File: src/rtl/fifo_pkg.sv
// Shared defaults and types for the parametrised FIFO slice.
package fifo_pkg;

    localparam int FIFO_WIDTH  = 8;
    localparam int FIFO_ADDR_W = 4;

    typedef logic [FIFO_ADDR_W-1:0] ptr_t;
    typedef logic [FIFO_ADDR_W:0]   cnt_t;

    typedef enum logic {
        RD_REGISTERED = 1'b0,
        RD_FWFT       = 1'b1
    } rd_mode_e;

endpackage

File: src/rtl/param_fifo_if.sv
// FIFO client bus: producer/consumer controls on one side, data and status on the other.
interface param_fifo_if
    import fifo_pkg::*;
#(
    parameter int WIDTH  = FIFO_WIDTH,
    parameter int ADDR_W = FIFO_ADDR_W
) ();

    logic              clear;
    logic              wr_en;
    logic [WIDTH-1:0]  wr_data;
    logic              rd_en;
    logic [WIDTH-1:0]  rd_data;
    logic              rd_valid;
    logic              empty;
    logic              full;
    logic              almost_empty;
    logic              almost_full;
    logic [ADDR_W:0]   count;
    logic [ADDR_W-1:0] rd_addr;
    logic [ADDR_W-1:0] wr_addr;
    logic              overflow;
    logic              underflow;

    modport master (
        output clear, wr_en, wr_data, rd_en,
        input  rd_data, rd_valid, empty, full, almost_empty, almost_full,
               count, rd_addr, wr_addr, overflow, underflow
    );

    modport slave (
        input  clear, wr_en, wr_data, rd_en,
        output rd_data, rd_valid, empty, full, almost_empty, almost_full,
               count, rd_addr, wr_addr, overflow, underflow
    );

endinterface

File: src/rtl/fifo_ram.sv
// Simple dual-port RAM: one write port, one read port, registered or asynchronous read.
module fifo_ram #(
    parameter int WIDTH   = 8,
    parameter int ADDR_W  = 4,
    parameter int REG_OUT = 1
) (
    input  logic              clk,
    input  logic              reset_n,
    input  logic              we,
    input  logic [ADDR_W-1:0] waddr,
    input  logic [WIDTH-1:0]  wdata,
    input  logic              re,
    input  logic [ADDR_W-1:0] raddr,
    output logic [WIDTH-1:0]  rdata
);

    logic [WIDTH-1:0] mem [0:(1<<ADDR_W)-1];

    always_ff @(posedge clk) begin
        if (we) begin
            mem[waddr] <= wdata;
        end
    end

    generate
        if (REG_OUT != 0) begin : g_reg
            // Non-blocking read returns the old word when read and write hit the same address.
            always_ff @(posedge clk or negedge reset_n) begin
                if (!reset_n) begin
                    rdata <= '0;
                end else if (re) begin
                    rdata <= mem[raddr];
                end
            end
        end else begin : g_async
            logic unused_ctrl;
            assign unused_ctrl = re ^ reset_n;
            assign rdata       = mem[raddr];
        end
    endgenerate

endmodule

File: src/rtl/param_fifo.sv
// Circular-queue FIFO: pointers, occupancy count, level flags and sticky error flags.
module param_fifo
    import fifo_pkg::*;
#(
    parameter int WIDTH    = FIFO_WIDTH,
    parameter int ADDR_W   = FIFO_ADDR_W,
    parameter int AF_LEVEL = 14,
    parameter int AE_LEVEL = 2,
    parameter int FWFT     = 0
) (
    input  logic clk,
    input  logic reset_n,
    param_fifo_if.slave bus
);

    localparam rd_mode_e          MODE     = (FWFT != 0) ? RD_FWFT : RD_REGISTERED;
    localparam logic [ADDR_W:0]   DEPTH_C  = {1'b1, {ADDR_W{1'b0}}};
    localparam logic [ADDR_W:0]   AF_C     = (ADDR_W+1)'(AF_LEVEL);
    localparam logic [ADDR_W:0]   AE_C     = (ADDR_W+1)'(AE_LEVEL);
    localparam logic [ADDR_W:0]   CNT_STEP = (ADDR_W+1)'(1);
    localparam logic [ADDR_W-1:0] PTR_STEP = ADDR_W'(1);

    logic [ADDR_W-1:0] wr_ptr;
    logic [ADDR_W-1:0] rd_ptr;
    logic [ADDR_W:0]   cnt;
    logic              empty_i;
    logic              full_i;
    logic              wr_acc;
    logic              rd_acc;
    logic              rd_valid_q;
    logic              ovf_q;
    logic              udf_q;
    logic [WIDTH-1:0]  ram_q;

    // clear masks both requests, so it also suppresses error flagging that cycle.
    always_comb begin
        empty_i = (cnt == '0);
        full_i  = (cnt == DEPTH_C);
        rd_acc  = bus.rd_en & ~empty_i & ~bus.clear;
        wr_acc  = bus.wr_en & (~full_i | rd_acc) & ~bus.clear;
    end

    always_ff @(posedge clk or negedge reset_n) begin
        if (!reset_n) begin
            wr_ptr <= '0;
            rd_ptr <= '0;
            cnt    <= '0;
        end else if (bus.clear) begin
            wr_ptr <= '0;
            rd_ptr <= '0;
            cnt    <= '0;
        end else begin
            if (wr_acc) wr_ptr <= wr_ptr + PTR_STEP;
            if (rd_acc) rd_ptr <= rd_ptr + PTR_STEP;
            case ({wr_acc, rd_acc})
                2'b10:   cnt <= cnt + CNT_STEP;
                2'b01:   cnt <= cnt - CNT_STEP;
                default: cnt <= cnt;
            endcase
        end
    end

    always_ff @(posedge clk or negedge reset_n) begin
        if (!reset_n) begin
            rd_valid_q <= 1'b0;
            ovf_q      <= 1'b0;
            udf_q      <= 1'b0;
        end else begin
            rd_valid_q <= rd_acc;
            ovf_q      <= ovf_q | (bus.wr_en & full_i & ~rd_acc & ~bus.clear);
            udf_q      <= udf_q | (bus.rd_en & empty_i & ~bus.clear);
        end
    end

    fifo_ram #(
        .WIDTH   (WIDTH),
        .ADDR_W  (ADDR_W),
        .REG_OUT ((MODE == RD_REGISTERED) ? 1 : 0)
    ) u_ram (
        .clk     (clk),
        .reset_n (reset_n),
        .we      (wr_acc),
        .waddr   (wr_ptr),
        .wdata   (bus.wr_data),
        .re      (rd_acc),
        .raddr   (rd_ptr),
        .rdata   (ram_q)
    );

    assign bus.rd_data      = ram_q;
    assign bus.rd_valid     = (MODE == RD_FWFT) ? ~empty_i : rd_valid_q;
    assign bus.empty        = empty_i;
    assign bus.full         = full_i;
    assign bus.almost_empty = (cnt <= AE_C);
    assign bus.almost_full  = (cnt >= AF_C);
    assign bus.count        = cnt;
    assign bus.rd_addr      = rd_ptr;
    assign bus.wr_addr      = wr_ptr;
    assign bus.overflow     = ovf_q;
    assign bus.underflow    = udf_q;

endmodule

File: src/flat_wrapper.sv
// flat-port wrapper written by rule: the top's interface ports become plain ports
module param_fifo_flat import fifo_pkg::*;
#(
    parameter int WIDTH    = FIFO_WIDTH,
    parameter int ADDR_W   = FIFO_ADDR_W,
    parameter int AF_LEVEL = 14,
    parameter int AE_LEVEL = 2,
    parameter int FWFT     = 0
)
  (clk, reset_n, bus_clear, bus_wr_en, bus_wr_data, bus_rd_en, bus_rd_data, bus_rd_valid, bus_empty, bus_full, bus_almost_empty, bus_almost_full, bus_count, bus_rd_addr, bus_wr_addr, bus_overflow, bus_underflow);
  param_fifo_if #(.WIDTH(WIDTH), .ADDR_W(ADDR_W)) bus_i ();
  input  logic clk;
  input  logic reset_n;
  input wire logic [$bits(bus_i.clear)-1:0] bus_clear;
  input wire logic [$bits(bus_i.wr_en)-1:0] bus_wr_en;
  input wire logic [$bits(bus_i.wr_data)-1:0] bus_wr_data;
  input wire logic [$bits(bus_i.rd_en)-1:0] bus_rd_en;
  output wire logic [$bits(bus_i.rd_data)-1:0] bus_rd_data;
  output wire logic [$bits(bus_i.rd_valid)-1:0] bus_rd_valid;
  output wire logic [$bits(bus_i.empty)-1:0] bus_empty;
  output wire logic [$bits(bus_i.full)-1:0] bus_full;
  output wire logic [$bits(bus_i.almost_empty)-1:0] bus_almost_empty;
  output wire logic [$bits(bus_i.almost_full)-1:0] bus_almost_full;
  output wire logic [$bits(bus_i.count)-1:0] bus_count;
  output wire logic [$bits(bus_i.rd_addr)-1:0] bus_rd_addr;
  output wire logic [$bits(bus_i.wr_addr)-1:0] bus_wr_addr;
  output wire logic [$bits(bus_i.overflow)-1:0] bus_overflow;
  output wire logic [$bits(bus_i.underflow)-1:0] bus_underflow;
  assign bus_i.clear = bus_clear;
  assign bus_i.wr_en = bus_wr_en;
  assign bus_i.wr_data = bus_wr_data;
  assign bus_i.rd_en = bus_rd_en;
  assign bus_rd_data = bus_i.rd_data;
  assign bus_rd_valid = bus_i.rd_valid;
  assign bus_empty = bus_i.empty;
  assign bus_full = bus_i.full;
  assign bus_almost_empty = bus_i.almost_empty;
  assign bus_almost_full = bus_i.almost_full;
  assign bus_count = bus_i.count;
  assign bus_rd_addr = bus_i.rd_addr;
  assign bus_wr_addr = bus_i.wr_addr;
  assign bus_overflow = bus_i.overflow;
  assign bus_underflow = bus_i.underflow;
  param_fifo #(.WIDTH(WIDTH), .ADDR_W(ADDR_W), .AF_LEVEL(AF_LEVEL), .AE_LEVEL(AE_LEVEL), .FWFT(FWFT)) u_core (.clk(clk), .reset_n(reset_n), .bus(bus_i));
endmodule
File: config.mk
export PLATFORM = sky130hd
export DESIGN_NAME = param_fifo_flat
export DESIGN_NICKNAME = d
export VERILOG_FILES = /design/src/rtl/fifo_pkg.sv /design/src/rtl/param_fifo_if.sv /design/src/rtl/fifo_ram.sv /design/src/rtl/param_fifo.sv /design/src/flat_wrapper.sv
export SDC_FILE = /design/constraint.sdc
export NUM_CORES = 1
export LEC_CHECK = 0
export ABC_AREA = 1
export CAP_MARGIN = 20
export CORE_UTILIZATION = 50
export DETAILED_ROUTE_END_ITERATION = 7
export PLACE_DENSITY = 0.7
export SLEW_MARGIN = 0
export SYNTH_ARGS = -nofsm -noshare
export SYNTH_HDL_FRONTEND = slang
export SYNTH_SLANG_ARGS = --single-unit
export TNS_END_PERCENT = 30
File: constraint.sdc
create_clock -name clk -period 1.8 [get_ports clk]
set_input_delay 0.54 -clock clk [delete_from_list [all_inputs] [get_ports clk]]
set_output_delay 0.54 -clock clk [all_outputs]
set_load 0.01 [all_outputs]
==> results.json, run 1 <==
{
  "status": "complete, but fails checks",
  "failed_checks": "negative setup slack",
  "crit_chain": "buf_6 > nor2_4 > buf_6 > nand3_4 > inv_2 > buf_6",
  "wl_met2_um": 7970,
  "holdBufCountCts": 0,
  "via_count": 4667,
  "path_class": "reg2out",
  "die_height_um": 115,
  "dp.cells": 778,
  "dp_slack_ns": -0.505,
  "tns_ns": -0.886,
  "first_global_vias": 4635,
  "coreArea_um2": 12300,
  "placed_area_um2": 7420,
  "skew_ns": 0.00761,
  "overflow": 0,
  "reg2reg_depth": 14,
  "drt-met1-wl_um": 6530,
  "drv_slew": 0,
  "min_path_cells": 1,
  "tightest_slew_ns": 0.613,
  "worstPathArrival_ns": 1.44,
  "synth-seq-cells": 152,
  "cts_root_buffer": "clkbuf_16",
  "initial_core_util_pct": 52.2,
  "final_antenna_net_count": 0,
  "drive_gt1_share_pct": 22.3,
  "mostFrequentLayoutCell": "edfxtp_1",
  "cts_tree": "built",
  "antenna_found_initial": 0,
  "max_cap_viol_count": 0,
  "nFillCells": 869,
  "critical_path_buf_inv_count": 4,
  "final_cell_count_no_fill": 823,
  "fin_area_um2": 8260,
  "io_pins": 41,
  "synth_top_area_share_pct": 60.0,
  "layout_common_cells": "128 x edfxtp_1, 94 x nor2_1, 61 x nand2_1",
  "netlist_area_um2": 6400,
  "clk_latency_ns": 0.42,
  "diodes": 0,
  "drt_iter0_markers": 721,
  "crit_path_max_incr_delay_ns": 0.40,
  "top_layer": "met4",
  "num_rows": 40,
  "yosysSeqAreaShare_pct": 69.4,
  "critPathMaxFanout": 3,
  "rsz0062_at_grt": "true",
  "worst_setup_path_start_kind": "flop",
  "numCtsBuffers": 17,
  "powerDensity_nw_per_um2": 1040,
  "syn_nets": 554,
  "hold_viol_final": 0,
  "synth_area_leaders": "edfxtp_1 60%, dfrtp_1 9.4%, nor2_1 5.9%",
  "wire_per_inst_um": 19.2,
  "worst_hold_path_type": "reg2reg",
  "max_slew_margin_pct": 59.0,
  "crit_required_ns": 1.26,
  "hold_slack_ns": 0.455,
  "finalCritPeriodShare_pct": 110,
  "grt_max_degree": 41,
  "wirelength_um": 15800,
  "fmax_mhz": 506,
  "nets": 663,
  "setup_slack_ns": -0.177,
  "netlist-cell-type-count": 32,
  "wl_met3_um": 883,
  "numClockSinks": 152,
  "yosys.area.top_type": "edfxtp_1",
  "die_area_um2": 13300,
  "finish.utilization_pct": 67.4,
  "ir_worst_vdd_uv": 644,
  "drt-pass1-iter-count": 5,
  "port_buffers": 40,
  "grt_pass1_wl_um": 24500,
  "drc": 0,
  "grt_usage_pct": 25.6,
  "syn_area_per_cell_um2": 12.0,
  "setup_viol": 22,
  "viasPerCell": 5.67,
  "cts.path.max_buffers": 2,
  "htreeDepth": 4,
  "place_congestion": 0.867,
  "crit_path_end_kind": "output port",
  "crit_path_frequent_cell": "buf_6",
  "synth_cells": 534,
  "hpwl_um": 9830,
  "path_clk_slew_ns": 0.06,
  "critical-path-slowest-cell": "dfrtp_1",
  "cp_top_family": "flip-flops",
  "syn_to_final_growth_pct": 29.0,
  "period_needed_ns": 1.98,
  "ys.warnings.count": 0,
  "leakage_nw": 3.17,
  "finalPower_mw": 8.58,
  "path_depth": 6,
  "fp.dieW_um": 115
}
[logic make-up (layout without fill, tap and decap cells)]
| logic type | count (synthesis) | count (layout) | synth area share (%) |
|---|---|---|---|
| XOR/XNOR | 2 | 2 | 0.274 |
| AND/OR/NAND/NOR | 200 | 200 | 14.0 |
| AO/OA/AOI/OAI | 121 | 121 | 11.5 |
| flip-flops | 152 | 152 | 69.4 |
| buffers and inverters | 52 | 173 | 3.44 |
| adder cells (fa/ha/maj) | 7 | 7 | 1.37 |
[worst paths after layout]
path	end	slack [ns]	start
min in group asynchronous	u_core.u_ram.rdata[1]$_DFFE_PN0N_	0.48	reset_n
min	u_core.bus.underflow$_DFF_PN0_	0.46	u_core.bus.underflow$_DFF_PN0_
min reg2reg	u_core.bus.underflow$_DFF_PN0_	0.46	u_core.bus.underflow$_DFF_PN0_
max reg2reg	u_core.bus.count[4]$_DFFE_PN0P_	-0.15	u_core.bus.count[2]$_DFFE_PN0P_
max	bus_full	-0.18	u_core.bus.count[2]$_DFFE_PN0P_
max in group asynchronous	u_core.bus.rd_addr[0]$_DFFE_PN0P_	1.05	reset_n
[final cells by class]
cell class | instances | area, um2 | area share (%)
inverters | 26 | 103 | 1.24
clock buffers | 19 | 433 | 5.24
repair buffers | 116 | 1090 | 13.2
multi-input cells | 330 | 1840 | 22.3
flip-flops and latches | 152 | 4450 | 53.8
clock inverters | 12 | 134 | 1.62
well taps | 168 | 210 | 2.55
[worst register-to-register path: stages, from the launching register on]
cell and delay, ns:
dfrtp_1 0.40, buf_6 0.13, nor2_4 0.15, nand3_4 0.10, buf_6 0.14, nand3_4 0.07
inv_4 0.04, ha_4 0.22, inv_2 0.05, nor2_1 0.04, nor2_1 0.21, nand2_2 0.10
nand2_1 0.08, nand3_1 0.10, nand2_1 0.07
[synth_stat cells]
cell type    n
nand3_2      1
o211ai_1    18
o21a_1       1
a21o_1       2
nand2_4      1
inv_2        6
nand4_1      3
inv_1       18
nor2_4       3
nor2_1     100
nand3_1     16
ha_1         7
nand2_2      1
edfxtp_1   128
dfrtp_1     24
nand2_1     68
nor3_1       2
buf_2       17
a21oi_4      1
clkinv_1     2
o22ai_1      7
nand3_4      3
nor2_8       2
clkbuf_1     8
o21ai_0     45
a21oi_1      1
o221ai_1    14
o22ai_2      1
o21ai_1     30
a31oi_1      1
xor2_1       2
buf_4        1
[sequential cells by signal (all words and copies together) (netlist names)]
name                  count
u_core.bus.count          5
u_core.bus.overflow       1
u_core.bus.rd_addr        4
u_core.bus.rd_valid       1
u_core.bus.underflow      1
u_core.bus.wr_addr        4
u_core.u_ram.mem        128
u_core.u_ram.rdata        8
[what timing repair did]
action,in CTS,in global routing
resized for setup,64,36
pin swaps,8,11
setup buffers,10,8
endpoints found under the setup margin,156,144
[where the power goes]
part | total, mW | switching [mW] | internal (mW) | leakage [nW]
registers | 4.02 | 0.0727 | 3.95 | 1.46
logic | 1.08 | 0.633 | 0.450 | 1.44
clock network | 3.48 | 1.34 | 2.14 | 0.270
[metal layers]
| metal | vias to the layer above | global-route usage (%) |
|---|---|---|
| li1 | 2134 | - |
| met1 | 2272 | 32.2 |
| met2 | 213 | 42.0 |
| met3 | 48 | 6.17 |
| met4 | 0 | 12.3 |
| met5 | - | 0 |
Note: power is estimated with default switching activity, not from simulation.
==> run 2: changes to the inputs <==
--- a/config.mk
+++ b/config.mk
@@ -5,8 +5,6 @@
 export SDC_FILE = /design/constraint.sdc
 export NUM_CORES = 1
 export LEC_CHECK = 0
-export ABC_AREA = 1
-export CAP_MARGIN = 20
 export CORE_UTILIZATION = 50
 export DETAILED_ROUTE_END_ITERATION = 7
 export PLACE_DENSITY = 0.7
==> results.json, run 2 <==
{
  "status": "complete, but fails checks",
  "failed_checks": "negative setup slack",
  "async_flop_share_pct": 15.8,
  "cts_root_buffer": "clkbuf_16",
  "synth_top_area_share_pct": 62.0,
  "finalPower_mw": 10.5,
  "viasPerCell": 5.50,
  "gr-max-usage-layer": "met2",
  "synth_edf_count": 128,
  "coreArea_um2": 12100,
  "gr-usage-met2_pct": 38.5,
  "final_antenna_net_count": 0,
  "drv_slew": 0,
  "finalCritPeriodShare_pct": 139,
  "setup_viol": 148,
  "netlist_area_um2": 6200,
  "drive_gt1_share_pct": 37.2,
  "dp_slack_ns": -1.01,
  "htreeDepth": 4,
  "cts.path.max_buffers": 2,
  "first_global_vias": 3665,
  "critPathMaxFanout": 2,
  "rsz0062_at_grt": "true",
  "wire_per_inst_um": 20.9,
  "via_count": 3462,
  "crit_path_end_kind": "flop",
  "ir_worst_vdd_uv": 780,
  "finish.utilization_pct": 67.8,
  "powerDensity_nw_per_um2": 1290,
  "die_height_um": 113,
  "synthXorXnorAreaFrac_pct": 0.847,
  "synth-seq-cells": 152,
  "setup_slack_ns": -0.696,
  "drc": 0,
  "hold_viol_final": 0,
  "regMostFlops": "u_core.u_ram.mem",
  "yosysSeqAreaShare_pct": 71.6,
  "port_buffers": 40,
  "synthSimpleGateAreaFrac_pct": 5.51,
  "tns_ns": -21.92,
  "io_pins": 41,
  "num_rows": 40,
  "fmax_mhz": 401,
  "hold_slack_ns": 0.476,
  "skew_ns": 0.00448,
  "ys.warnings.count": 0,
  "die_area_um2": 12900,
  "clk_latency_ns": 0.41,
  "hpwl_um": 8580,
  "period_needed_ns": 2.50,
  "nets": 470,
  "diodes": 0,
  "multi_input_area_um2": 1840,
  "grt_pass1_wl_um": 20500,
  "syn_nets": 361,
  "syn_area_per_cell_um2": 18.2,
  "synth_top_family_by_area": "multiplexers",
  "max_cap_viol_count": 0,
  "netlist-cell-type-count": 40,
  "tightest_slew_ns": 0.557,
  "antenna_found_initial": 0,
  "synth_cells": 341,
  "met3_usage_pct": 4.78,
  "layout_common_cells": "128 x edfxtp_1, 47 x buf_4, 33 x mux4_2",
  "initial_core_util_pct": 51.4,
  "synth_fa_ha_area_share_pct": 1.41,
  "synth_area_leaders": "edfxtp_1 62%, mux4_2 12%, dfrtp_1 9.7%",
  "drt_iter0_markers": 310,
  "place_congestion": 0.752,
  "worst_hold_path_type": "reg2reg",
  "path_clk_slew_ns": 0.06,
  "critical-path-slowest-cell": "or4_4",
  "fp.dieW_um": 113,
  "muxShareOfSynthArea_pct": 14.9,
  "leakage_nw": 2.97,
  "final_cell_count_no_fill": 630,
  "drt-pass1-iter-count": 5,
  "worstPathArrival_ns": 2.84,
  "crit_required_ns": 2.15,
  "path_class": "reg2reg",
  "ys.flop_type": "edfxtp_1",
  "synth_compound_area_share_pct": 3.83,
  "use_met1_pct": 28.7,
  "synth_most_common_cell": "edfxtp_1",
  "syn_to_final_growth_pct": 31.7,
  "grt_max_degree": 32,
  "wirelength_um": 13200,
  "mostFrequentLayoutCell": "edfxtp_1",
  "yosys.area.top_type": "edfxtp_1",
  "dp.cells": 588,
  "overflow": 0,
  "fin_area_um2": 8170,
  "max_slew_margin_pct": 62.7,
  "crit_path_max_incr_delay_ns": 0.55,
  "largest_reg_flops": 128,
  "grt_usage_pct": 22.5,
  "numCtsBuffers": 17,
  "placed_area_um2": 7350,
  "worst_setup_path_start_kind": "flop",
  "synthTopCellsByCount": "128 x edfxtp_1, 33 x mux4_2, 24 x dfrtp_1",
  "numClockSinks": 152,
  "nFillCells": 802,
  "crit_chain": "or4_4 > o21ai_4 > xnor2_2 > ha_2 > or3_1 > a21oi_2 > mux2i_1 > or4_1 > nand3_1",
  "seq_area_um2": 4450,
  "cts_tree": "built"
}
## run 2: path summary, 6_finish.rpt
check / start / end / slack, ns / cells after the start
setup / recovery: u_core.bus.count[1]$_DFFE_PN0P_ / u_core.bus.count[4]$_DFFE_PN0P_ / -0.70 / 9
hold / removal: u_core.bus.underflow$_DFF_PN0_ / u_core.bus.underflow$_DFF_PN0_ / 0.48 / 1
setup reg to reg: u_core.bus.count[1]$_DFFE_PN0P_ / u_core.bus.count[4]$_DFFE_PN0P_ / -0.70 / 9
hold reg to reg: u_core.bus.underflow$_DFF_PN0_ / u_core.bus.underflow$_DFF_PN0_ / 0.48 / 1
max in group asynchronous: reset_n / u_core.bus.rd_addr[1]$_DFFE_PN0P_ / 1.03 / 2
min in group asynchronous: reset_n / u_core.bus.count[4]$_DFFE_PN0P_ / 0.49 / 2
## run 2: routing by layer
metal	routed length [um]	share of wire, %	vias to the layer above
li1	-	-	1569
met5	0	0	-
met2	6950	53	122
met3	762	5.8	8
met1	5360	41	1763
met4	90	0.68	0
## run 2: cell type report
class / count / share of cell area (%)
flip-flops and latches: 152 / 54.5
multi-input cells: 163 / 22.6
repair buffers: 110 / 12.9
clock buffers: 19 / 5.30
well taps: 168 / 2.57
clock inverters: 12 / 1.93
inverters: 6 / 0.276
## run 2: logic make-up (layout without fill, tap and decap cells)
group           after synthesis  after routing
flops                       152            152
simple gates                 70             70
mux                          51             51
compound gates               29             29
buf+inv                      26            147
fa+ha+maj                     7              7
xor+xnor                      6              6
## run 2: where the power goes
group | switching (mW) | internal [mW] | total, mW
logic | 1.31 | 1.47 | 2.78
registers | 0.144 | 4.03 | 4.18
clock network | 1.27 | 2.28 | 3.55
## run 2: critical path: cells and delay by family, from the launching register on
kind                       cells  cell delay, ns
DFF                            1            0.38
adders and majority gates      1            0.18
xor gates and xnor gates       1            0.09
muxes                          1            0.10
and+or+nand+nor                4            1.38
AOI/OAI and AO/OA              2            0.30
## run 2: timing repair
item,4_1_cts,5_1_grt
buffers inserted,8,4
hold buffers,0,0
hold endpoints to repair,0,0
setup endpoints to repair,169,151
resized for setup,67,13
gates cloned,0,0
pin swaps,7,6
